--- src/rtl/clk_tick_gen_pkg.sv ---
// Shared definitions for the multi-channel clock-enable generator:
// mode codes, burst FSM encoding and the board's default divisors.
package clk_tick_pkg;

   localparam logic [1:0] MODE_RUN   = 2'd0;
   localparam logic [1:0] MODE_HALT  = 2'd1;
   localparam logic [1:0] MODE_STEP  = 2'd2;
   localparam logic [1:0] MODE_BURST = 2'd3;

   typedef enum logic {
      IDLE  = 1'b0,
      BURST = 1'b1
   } burst_state_e;

   // 50 MHz board clock divided down to the classic SAP-1 rates
   localparam int unsigned DIV_1HZ   = 50_000_000;
   localparam int unsigned DIV_10HZ  = 5_000_000;
   localparam int unsigned DIV_100HZ = 500_000;
   localparam int unsigned DIV_1KHZ  = 50_000;

   localparam int BOARD_CNT_W = 26;
   localparam logic [4*BOARD_CNT_W-1:0] BOARD_DIVISORS = {
      26'(DIV_1KHZ), 26'(DIV_100HZ), 26'(DIV_10HZ), 26'(DIV_1HZ)
   };

   // Width of a channel-select field; never narrower than one bit
   function automatic int sel_width(input int n_ch);
      return (n_ch > 1) ? $clog2(n_ch) : 1;
   endfunction

endpackage

--- src/rtl/clk_tick_gen_if.sv ---
// Control/status bundle between the board top and clk_tick_gen.
// There is no valid/ready handshake on this bus: every input is a level
// sampled on each clock edge, o_tick and o_cpu_ce are one-cycle strobes,
// o_sq and o_busy are levels, and dbg_state mirrors the burst FSM register.
interface clk_tick_gen_if #(
   parameter int N_CH    = 4,
   parameter int BURST_W = 8
);
   import clk_tick_pkg::*;

   localparam int SEL_W = sel_width(N_CH);

   logic                i_en;
   logic [SEL_W-1:0]    i_sel;
   logic [1:0]          i_mode;
   logic                i_step_n;
   logic [BURST_W-1:0]  i_burst;
   logic [N_CH-1:0]     o_tick;
   logic [N_CH-1:0]     o_sq;
   logic                o_cpu_ce;
   logic                o_busy;
   burst_state_e        dbg_state;

   modport master (
      output i_en, i_sel, i_mode, i_step_n, i_burst,
      input  o_tick, o_sq, o_cpu_ce, o_busy, dbg_state
   );

   modport slave (
      input  i_en, i_sel, i_mode, i_step_n, i_burst,
      output o_tick, o_sq, o_cpu_ce, o_busy, dbg_state
   );

endinterface

--- src/rtl/clk_tick_gen_button_debounce.sv ---
// Push-button conditioner: 2-FF synchroniser, stability counter and a
// registered one-cycle press event on the debounced falling edge.
module button_debounce #(
   parameter int DEB_CYCLES = 1_000_000
) (
   input  logic clk,
   input  logic rst,
   input  logic i_btn_n,
   output logic o_press
);

   localparam int CNT_W = $clog2(DEB_CYCLES + 1);
   localparam logic [CNT_W-1:0] LAST = CNT_W'(DEB_CYCLES - 1);

   logic             sync1_q, sync1_d;
   logic             sync2_q, sync2_d;
   logic             lvl_q, lvl_d;
   logic             lvl_dly_q, lvl_dly_d;
   logic             press_q, press_d;
   logic [CNT_W-1:0] cnt_q, cnt_d;

   // Accept a new level only after DEB_CYCLES consecutive differing samples
   always_comb begin
      sync1_d   = i_btn_n;
      sync2_d   = sync1_q;
      lvl_d     = lvl_q;
      cnt_d     = '0;
      if (sync2_q != lvl_q) begin
         if (cnt_q == LAST) begin
            lvl_d = sync2_q;
         end else begin
            cnt_d = cnt_q + CNT_W'(1);
         end
      end
      lvl_dly_d = lvl_q;
      press_d   = lvl_dly_q & ~lvl_q;
   end

   // Released (high) is the reset level of every stage
   always_ff @(posedge clk or posedge rst) begin
      if (rst) begin
         sync1_q   <= 1'b1;
         sync2_q   <= 1'b1;
         lvl_q     <= 1'b1;
         lvl_dly_q <= 1'b1;
         press_q   <= 1'b0;
         cnt_q     <= '0;
      end else begin
         sync1_q   <= sync1_d;
         sync2_q   <= sync2_d;
         lvl_q     <= lvl_d;
         lvl_dly_q <= lvl_dly_d;
         press_q   <= press_d;
         cnt_q     <= cnt_d;
      end
   end

   assign o_press = press_q;

endmodule

--- src/rtl/clk_tick_gen.sv ---
// Multi-channel tick/square generator with a CPU clock-enable path
// (RUN / HALT / STEP / BURST) fed by a debounced step button.
module clk_tick_gen
   import clk_tick_pkg::*;
#(
   parameter int                     N_CH       = 4,
   parameter int                     CNT_W      = BOARD_CNT_W,
   parameter logic [N_CH*CNT_W-1:0]  DIVISORS   = BOARD_DIVISORS,
   parameter int                     DEB_CYCLES = 1_000_000,
   parameter int                     BURST_W    = 8
) (
   input  logic          CLOCK_50MHz,
   input  logic          RESET,
   clk_tick_gen_if.slave bus
);

   localparam int SEL_W = sel_width(N_CH);

   logic [N_CH-1:0] tick_vec;
   logic [N_CH-1:0] sq_vec;

   for (genvar k = 0; k < N_CH; k++) begin : g_ch
      localparam logic [CNT_W-1:0] DIV  = DIVISORS[k*CNT_W +: CNT_W];
      localparam logic [CNT_W-1:0] LAST = DIV - CNT_W'(1);
      // First count at which the square output is high: ceil(DIV/2)
      localparam logic [CNT_W:0]   HALF = ({1'b0, DIV} + (CNT_W+1)'(1)) >> 1;

      logic [CNT_W-1:0] cnt_q, cnt_d;
      logic             tick_q, tick_d;
      logic             sq_q, sq_d;

      // Free-running 0..DIV-1 counter; a zero divisor parks the channel
      always_comb begin
         cnt_d  = cnt_q;
         tick_d = 1'b0;
         sq_d   = sq_q;
         if ((DIV != '0) && bus.i_en) begin
            tick_d = (cnt_q == LAST);
            cnt_d  = tick_d ? '0 : cnt_q + CNT_W'(1);
            sq_d   = ({1'b0, cnt_d} >= HALF);
         end
      end

      // Channel registers
      always_ff @(posedge CLOCK_50MHz or posedge RESET) begin
         if (RESET) begin
            cnt_q  <= '0;
            tick_q <= 1'b0;
            sq_q   <= 1'b0;
         end else begin
            cnt_q  <= cnt_d;
            tick_q <= tick_d;
            sq_q   <= sq_d;
         end
      end

      assign tick_vec[k] = tick_q;
      assign sq_vec[k]   = sq_q;
   end

   logic press_raw;
   logic press;

   button_debounce #(
      .DEB_CYCLES (DEB_CYCLES)
   ) u_step_deb (
      .clk     (CLOCK_50MHz),
      .rst     (RESET),
      .i_btn_n (bus.i_step_n),
      .o_press (press_raw)
   );

   // Presses seen while globally disabled are dropped, not queued
   assign press = press_raw & bus.i_en;

   logic [SEL_W-1:0] sel_idx;
   logic             sel_tick;

   // Out-of-range selects fall back to channel 0
   always_comb begin
      sel_idx  = (int'(bus.i_sel) < N_CH) ? bus.i_sel : '0;
      sel_tick = tick_vec[sel_idx];
   end

   burst_state_e       state_q, state_d;
   logic [BURST_W-1:0] rem_q, rem_d;
   logic               ce_q, ce_d;
   logic               busy_q, busy_d;

   // CPU enable source per mode; leaving BURST mode aborts a running burst
   always_comb begin
      state_d = state_q;
      rem_d   = rem_q;
      ce_d    = 1'b0;
      busy_d  = busy_q;
      if (bus.i_en) begin
         if (bus.i_mode != MODE_BURST) begin
            state_d = IDLE;
            rem_d   = '0;
            busy_d  = 1'b0;
         end
         case (bus.i_mode)
            MODE_RUN:  ce_d = sel_tick;
            MODE_STEP: ce_d = press;
            MODE_BURST: begin
               case (state_q)
                  IDLE: begin
                     if (press && (bus.i_burst != '0)) begin
                        state_d = BURST;
                        rem_d   = bus.i_burst;
                        busy_d  = 1'b1;
                     end
                  end
                  BURST: begin
                     if (sel_tick) begin
                        ce_d  = 1'b1;
                        rem_d = rem_q - BURST_W'(1);
                        if (rem_q == BURST_W'(1)) begin
                           state_d = IDLE;
                           busy_d  = 1'b0;
                        end
                     end
                  end
                  default: state_d = IDLE;
               endcase
            end
            default: ce_d = 1'b0;
         endcase
      end
   end

   // CPU enable / burst FSM registers
   always_ff @(posedge CLOCK_50MHz or posedge RESET) begin
      if (RESET) begin
         state_q <= IDLE;
         rem_q   <= '0;
         ce_q    <= 1'b0;
         busy_q  <= 1'b0;
      end else begin
         state_q <= state_d;
         rem_q   <= rem_d;
         ce_q    <= ce_d;
         busy_q  <= busy_d;
      end
   end

   assign bus.o_tick    = tick_vec;
   assign bus.o_sq      = sq_vec;
   assign bus.o_cpu_ce  = ce_q;
   assign bus.o_busy    = busy_q;
   assign bus.dbg_state = state_q;

endmodule

--- src/flat_wrapper.sv ---
// flat-port wrapper written by rule: the top's interface ports become plain ports
module clk_tick_gen_flat import clk_tick_pkg::*;
#(
   parameter int                     N_CH       = 4,
   parameter int                     CNT_W      = BOARD_CNT_W,
   parameter logic [N_CH*CNT_W-1:0]  DIVISORS   = BOARD_DIVISORS,
   parameter int                     DEB_CYCLES = 1_000_000,
   parameter int                     BURST_W    = 8
)
  (CLOCK_50MHz, RESET, bus_i_en, bus_i_sel, bus_i_mode, bus_i_step_n, bus_i_burst, bus_o_tick, bus_o_sq, bus_o_cpu_ce, bus_o_busy, bus_dbg_state);
  clk_tick_gen_if #(.N_CH(N_CH), .BURST_W(BURST_W)) bus_i ();
  input  logic CLOCK_50MHz;
  input  logic RESET;
  input wire logic [$bits(bus_i.i_en)-1:0] bus_i_en;
  input wire logic [$bits(bus_i.i_sel)-1:0] bus_i_sel;
  input wire logic [$bits(bus_i.i_mode)-1:0] bus_i_mode;
  input wire logic [$bits(bus_i.i_step_n)-1:0] bus_i_step_n;
  input wire logic [$bits(bus_i.i_burst)-1:0] bus_i_burst;
  output wire logic [$bits(bus_i.o_tick)-1:0] bus_o_tick;
  output wire logic [$bits(bus_i.o_sq)-1:0] bus_o_sq;
  output wire logic [$bits(bus_i.o_cpu_ce)-1:0] bus_o_cpu_ce;
  output wire logic [$bits(bus_i.o_busy)-1:0] bus_o_busy;
  output wire logic [$bits(bus_i.dbg_state)-1:0] bus_dbg_state;
  assign bus_i.i_en = bus_i_en;
  assign bus_i.i_sel = bus_i_sel;
  assign bus_i.i_mode = bus_i_mode;
  assign bus_i.i_step_n = bus_i_step_n;
  assign bus_i.i_burst = bus_i_burst;
  assign bus_o_tick = bus_i.o_tick;
  assign bus_o_sq = bus_i.o_sq;
  assign bus_o_cpu_ce = bus_i.o_cpu_ce;
  assign bus_o_busy = bus_i.o_busy;
  assign bus_dbg_state = bus_i.dbg_state;
  clk_tick_gen #(.N_CH(N_CH), .CNT_W(CNT_W), .DIVISORS(DIVISORS), .DEB_CYCLES(DEB_CYCLES), .BURST_W(BURST_W)) u_core (.CLOCK_50MHz(CLOCK_50MHz), .RESET(RESET), .bus(bus_i));
endmodule
--- config.mk ---
export PLATFORM = sky130hd
export DESIGN_NAME = clk_tick_gen_flat
export DESIGN_NICKNAME = d
export VERILOG_FILES = /design/src/rtl/clk_tick_gen_pkg.sv /design/src/rtl/clk_tick_gen_if.sv /design/src/rtl/clk_tick_gen_button_debounce.sv /design/src/rtl/clk_tick_gen.sv /design/src/flat_wrapper.sv
export SDC_FILE = /design/constraint.sdc
export NUM_CORES = 1
export LEC_CHECK = 0
export ABC_AREA = 0
export BUFFER_PORTS_ARGS = -buffer_cell sky130_fd_sc_hd__buf_2
export CORE_MARGIN = 2
export CORE_UTILIZATION = 53
export CTS_BUF_LIST = sky130_fd_sc_hd__clkbuf_4 sky130_fd_sc_hd__clkbuf_8
export DETAILED_ROUTE_END_ITERATION = 10
export PLACE_DENSITY = 0.7
export SLEW_MARGIN = 20
export SYNTH_ARGS = -nofsm -noshare
export SYNTH_HDL_FRONTEND = slang
export SYNTH_SLANG_ARGS = --single-unit
--- constraint.sdc ---
create_clock -name CLOCK_50MHz -period 6.9 [get_ports CLOCK_50MHz]
set_input_delay 1.38 -clock CLOCK_50MHz [delete_from_list [all_inputs] [get_ports CLOCK_50MHz]]
set_output_delay 1.38 -clock CLOCK_50MHz [all_outputs]
set_load 0.01 [all_outputs]
==> results.py <==
metrics = {
    "drt": {
        "post_drt_wl_per_cell_um": 15.7,
        "routed_wirelength_um": 19500,
        "drcViolationCount": 0,
        "vias_per_cell": 6.03,
        "drtAntennaViolNets": 0,
        "via_count": 7511,
        "drtIter0Drc": 655,
        "dr.pass1.iters": 5,
    },
    "placed_design": {
        "dp_cells": 1214,
        "io_buffers": 26,
        "place.gp.congestion": 0.886,
        "hpwl_um": 13200,
    },
    "worst_hold_path": {
        "min_to": "u_core.u_step_deb.sync2_q$_DFF_PP1_",
        "holdPathStages": 0,
        "min_from": "u_core.u_step_deb.sync1_q$_DFF_PP1_",
        "hold_path.class": "reg2reg",
    },
    "sta": {
        "worst_slew_pin_slew_ps": 891,
        "finClkSkew_ps": 14.7,
        "fin_crit_sh_pct": 43.3,
        "hold_viol": 0,
        "rsz0062_at_grt": "no",
        "slew_viol_final": 0,
        "holdWs_ps": 362,
        "fmax_ghz": 0.334,
        "period_needed_ps": 2990,
        "slew-limit-headroom_pct": 40.6,
        "setup_viol": 0,
        "tns_ps": 0,
    },
    "pwr": {
        "p_comb_share_pct": 14.2,
        "p_int_mw": 1.33,
        "seqPwrFrac_pct": 54.9,
        "power_density_nw_per_um2": 209,
        "worst_ir_drop_vdd_mv": 0.153,
        "p_leak_nw": 3.82,
        "swShare_pct": 33.2,
        "p_sw_mw": 0.662,
        "finalPower_mw": 2.00,
        "clockPowerShare_pct": 30.9,
    },
    "synthesis": {
        "syn_nets": 1061,
        "yosysWarnings": 0,
        "synth-simple-area-share_pct": 27.4,
        "synth-seq-cells": 148,
        "synthFlopType": "dfrtp_1",
        "synth_largest_area_cell": "dfrtp_1",
        "yosys.area_share.xor_xnor_pct": 9.00,
        "muxShareOfSynthArea_pct": 1.65,
        "synth_seq_area_share_pct": 41.0,
        "synth-compound-area-share_pct": 15.4,
        "avgSynthCellArea_um2": 8.72,
        "synth_cells": 1038,
        "synth_top_family_by_area": "simple AND/OR/NAND/NOR gates",
        "synthArstFlopShare_pct": 100,
        "netlist_area_um2": 9050,
        "synth_top_area_share_pct": 39.8,
        "synthAdderAreaFrac_pct": 1.08,
        "yosys.cell_types.count": 76,
        "synth.area.top_cells": "dfrtp_1 (40%), xnor2_1 (6.0%), nand2_1 (4.9%), nand3_1 (3.7%), o21ai_0 (3.6%)",
        "synth_edf_count": 0,
    },
    "grt": {
        "grt_start_max_net_pins": 99,
        "antenna_found_initial": 0,
        "grt_overflow": 0,
        "grt_pass1_wl_um": 33800,
        "grtUsageTotal_pct": 22.7,
        "grt_pass1_vias": 6997,
    },
    "clocking": {
        "clk_path_buf_depth": 2,
        "cts_tree": "yes",
        "cts_made_buffers": 17,
        "cts_setup_buffers": 0,
        "cts.reportedPaths.clkPinSlew_ps": 90,
        "cts_hold_buf": 0,
        "ctsResizeCount": 0,
        "cts_root_buf": "clkbuf_8",
        "clk_latency_ps": 460,
        "clock_sinks": 148,
        "htree_levels": 4,
    },
    "floorplan": {
        "ios": 27,
        "die_h_um": 135,
        "die_w_um": 135,
        "dieArea_um2": 18100,
        "rows": 47,
        "core_area_um2": 16600,
        "start_util_pct": 54.4,
    },
    "outcome": {
        "status": "complete, no violations",
    },
    "finish": {
        "final_cell_count_no_fill": 1246,
        "area_growth_pct": 5.45,
        "finalNetCount": 1036,
        "antenna_cells": 0,
        "drive_above_1_share_pct": 9.16,
    },
    "setup_path": {
        "crit_type": "in2reg",
        "worstReg2RegStart": "u_core.g_ch[1].cnt_q[0]$_DFFE_PP0P_",
        "rr_endpoint": "u_core.g_ch[1].sq_q$_DFFE_PP0P_",
        "worstPathRequired_ps": 7250,
        "critical_path.endpoint_type": "register",
        "reg2reg_depth": 8,
        "reg2reg_setup_slack_ps": 4120,
        "crit_fanout": 33,
        "worstPathArrival_ps": 3340,
        "worst_setup_path_start_kind": "input port",
    },
    "run": {
        "cap_violations": 0,
    },
}
metrics by stage:
| stage | setup WS, ps | cell area [um2] | util, % |
|---|---|---|---|
| after floorplan | 1550 | 9050 | - |
| after global placement | 3550 | 9180 | 55.2 |
| after detailed placement | 3460 | 9180 | 55.2 |
| after CTS | 3940 | 9540 | 57.3 |
| after global routing | 3800 | 9540 | 57.3 |
| final | 3910 | 9540 | 57.3 |
power groups by stage:
stage / Combinational [mW] / Sequential (mW) / Clock, mW
6_report: 0.284 / 1.10 / 0.617
2_1_floorplan: 0.285 / 1.03 / 0
5_1_grt: 0.326 / 1.12 / 0.677
4_1_cts: 0.285 / 1.09 / 0.639
3_3_place_gp: 0.276 / 1.10 / 0
3_5_place_dp: 0.287 / 1.11 / 0
final cells by class:
type | count | area, um2
clock buffer | 17 | 234
clock inverter | 15 | 123
fill | 1494 | 7100
inverter | 20 | 80.1
multi-input combinational | 793 | 4930
sequential | 148 | 3710
tap | 220 | 275
timing repair buffer | 33 | 185
registers in the layout (all words and copies together), names as in the netlist:
name,count
u_core.g_ch.cnt_q,104
u_core.u_step_deb.cnt_q,20
u_core.rem_q,8
u_core.g_ch.sq_q,4
u_core.g_ch.tick_q,4
u_core.bus.dbg_state,1
u_core.bus.o_busy,1
u_core.bus.o_cpu_ce,1
u_core.u_step_deb.lvl_dly_d,1
u_core.u_step_deb.lvl_dly_q,1
u_core.u_step_deb.o_press,1
u_core.u_step_deb.sync1_q,1
u_core.u_step_deb.sync2_q,1
cell families (layout without fill, tap and decap cells):
kind of cell / count (synthesis) / count (layout)
buffers and inverters: 97 / 85
DFF: 148 / 148
xor gates and xnor gates: 93 / 93
AOI/OAI and AO/OA: 210 / 210
adders and majority gates: 8 / 8
muxes: 13 / 13
and+or+nand+nor: 469 / 469
worst max-delay path: stages:
cell and delay (ps):
buf_4 340, clkinv_1 530, buf_4 420, a311oi_2 270, a41oi_1 160, a31o_1 210
cells in the mapped netlist (4+ instances only):
master	n
a211oi_1	6
a21o_1	5
a21oi_1	24
a31oi_1	12
a32oi_1	5
and2_1	13
and3_1	31
and4_1	12
buf_1	5
buf_2	7
buf_4	8
clkbuf_1	56
dfrtp_1	144
dfstp_2	4
ha_1	7
inv_1	19
mux2_2	5
mux2i_1	7
nand2_1	119
nand2b_1	10
nand3_1	67
nand3b_1	5
nand4_1	31
nor2_1	79
nor2b_1	12
nor3_1	26
nor3b_1	4
nor4_1	17
nor4b_1	7
o211ai_1	9
o21ai_0	65
o21ai_1	5
o2bb2ai_1	7
o31ai_1	34
o41ai_1	4
or3_1	13
xnor2_1	62
xor2_1	31
per-layer routing:
metal  track usage (%)  up-vias  routed length (um)
met5                 0        -                   0
met3              4.73       17                 894
li1                  -     3707                   -
met1              32.7     3620                9630
met2              34.7      167                8820
met4              6.67        0                 199
layout by cell type, fill, tap and decap left out, types with 5 or more instances in the layout:
cell	instances
a211oi_1	6
a21o_1	5
a21oi_1	24
a31oi_1	12
a32oi_1	5
and2_1	13
and3_1	31
and4_1	12
buf_2	25
buf_4	8
clkbuf_8	17
dfrtp_1	144
ha_1	7
inv_1	18
inv_6	6
mux2_2	5
mux2i_1	7
nand2_1	119
nand2b_1	10
nand3_1	67
nand3b_1	5
nand4_1	31
nor2_1	79
nor2b_1	12
nor3_1	26
nor4_1	16
nor4b_1	7
o211ai_1	9
o21ai_0	65
o21ai_1	5
o2bb2ai_1	7
o31ai_1	34
or3_1	13
xnor2_1	62
xor2_1	31
worst max path at each step:
stage	startpoint	to	slack (ps)	cells after the start
2_1_floorplan	RESET	u_core.bus.dbg_state$_DFFE_PP0P_	1550	1
3_3_place_gp	bus_i_en	u_core.g_ch[1].cnt_q[7]$_DFFE_PP0P_	3550	4
3_5_place_dp	bus_i_en	u_core.g_ch[2].sq_q$_DFFE_PP0P_	3460	6
4_1_cts	bus_i_en	u_core.g_ch[2].sq_q$_DFFE_PP0P_	3940	6
5_1_grt	bus_i_en	u_core.g_ch[2].sq_q$_DFFE_PP0P_	3800	6
6_report	bus_i_en	u_core.g_ch[2].sq_q$_DFFE_PP0P_	3910	6
(Power assumes the default switching activity.)
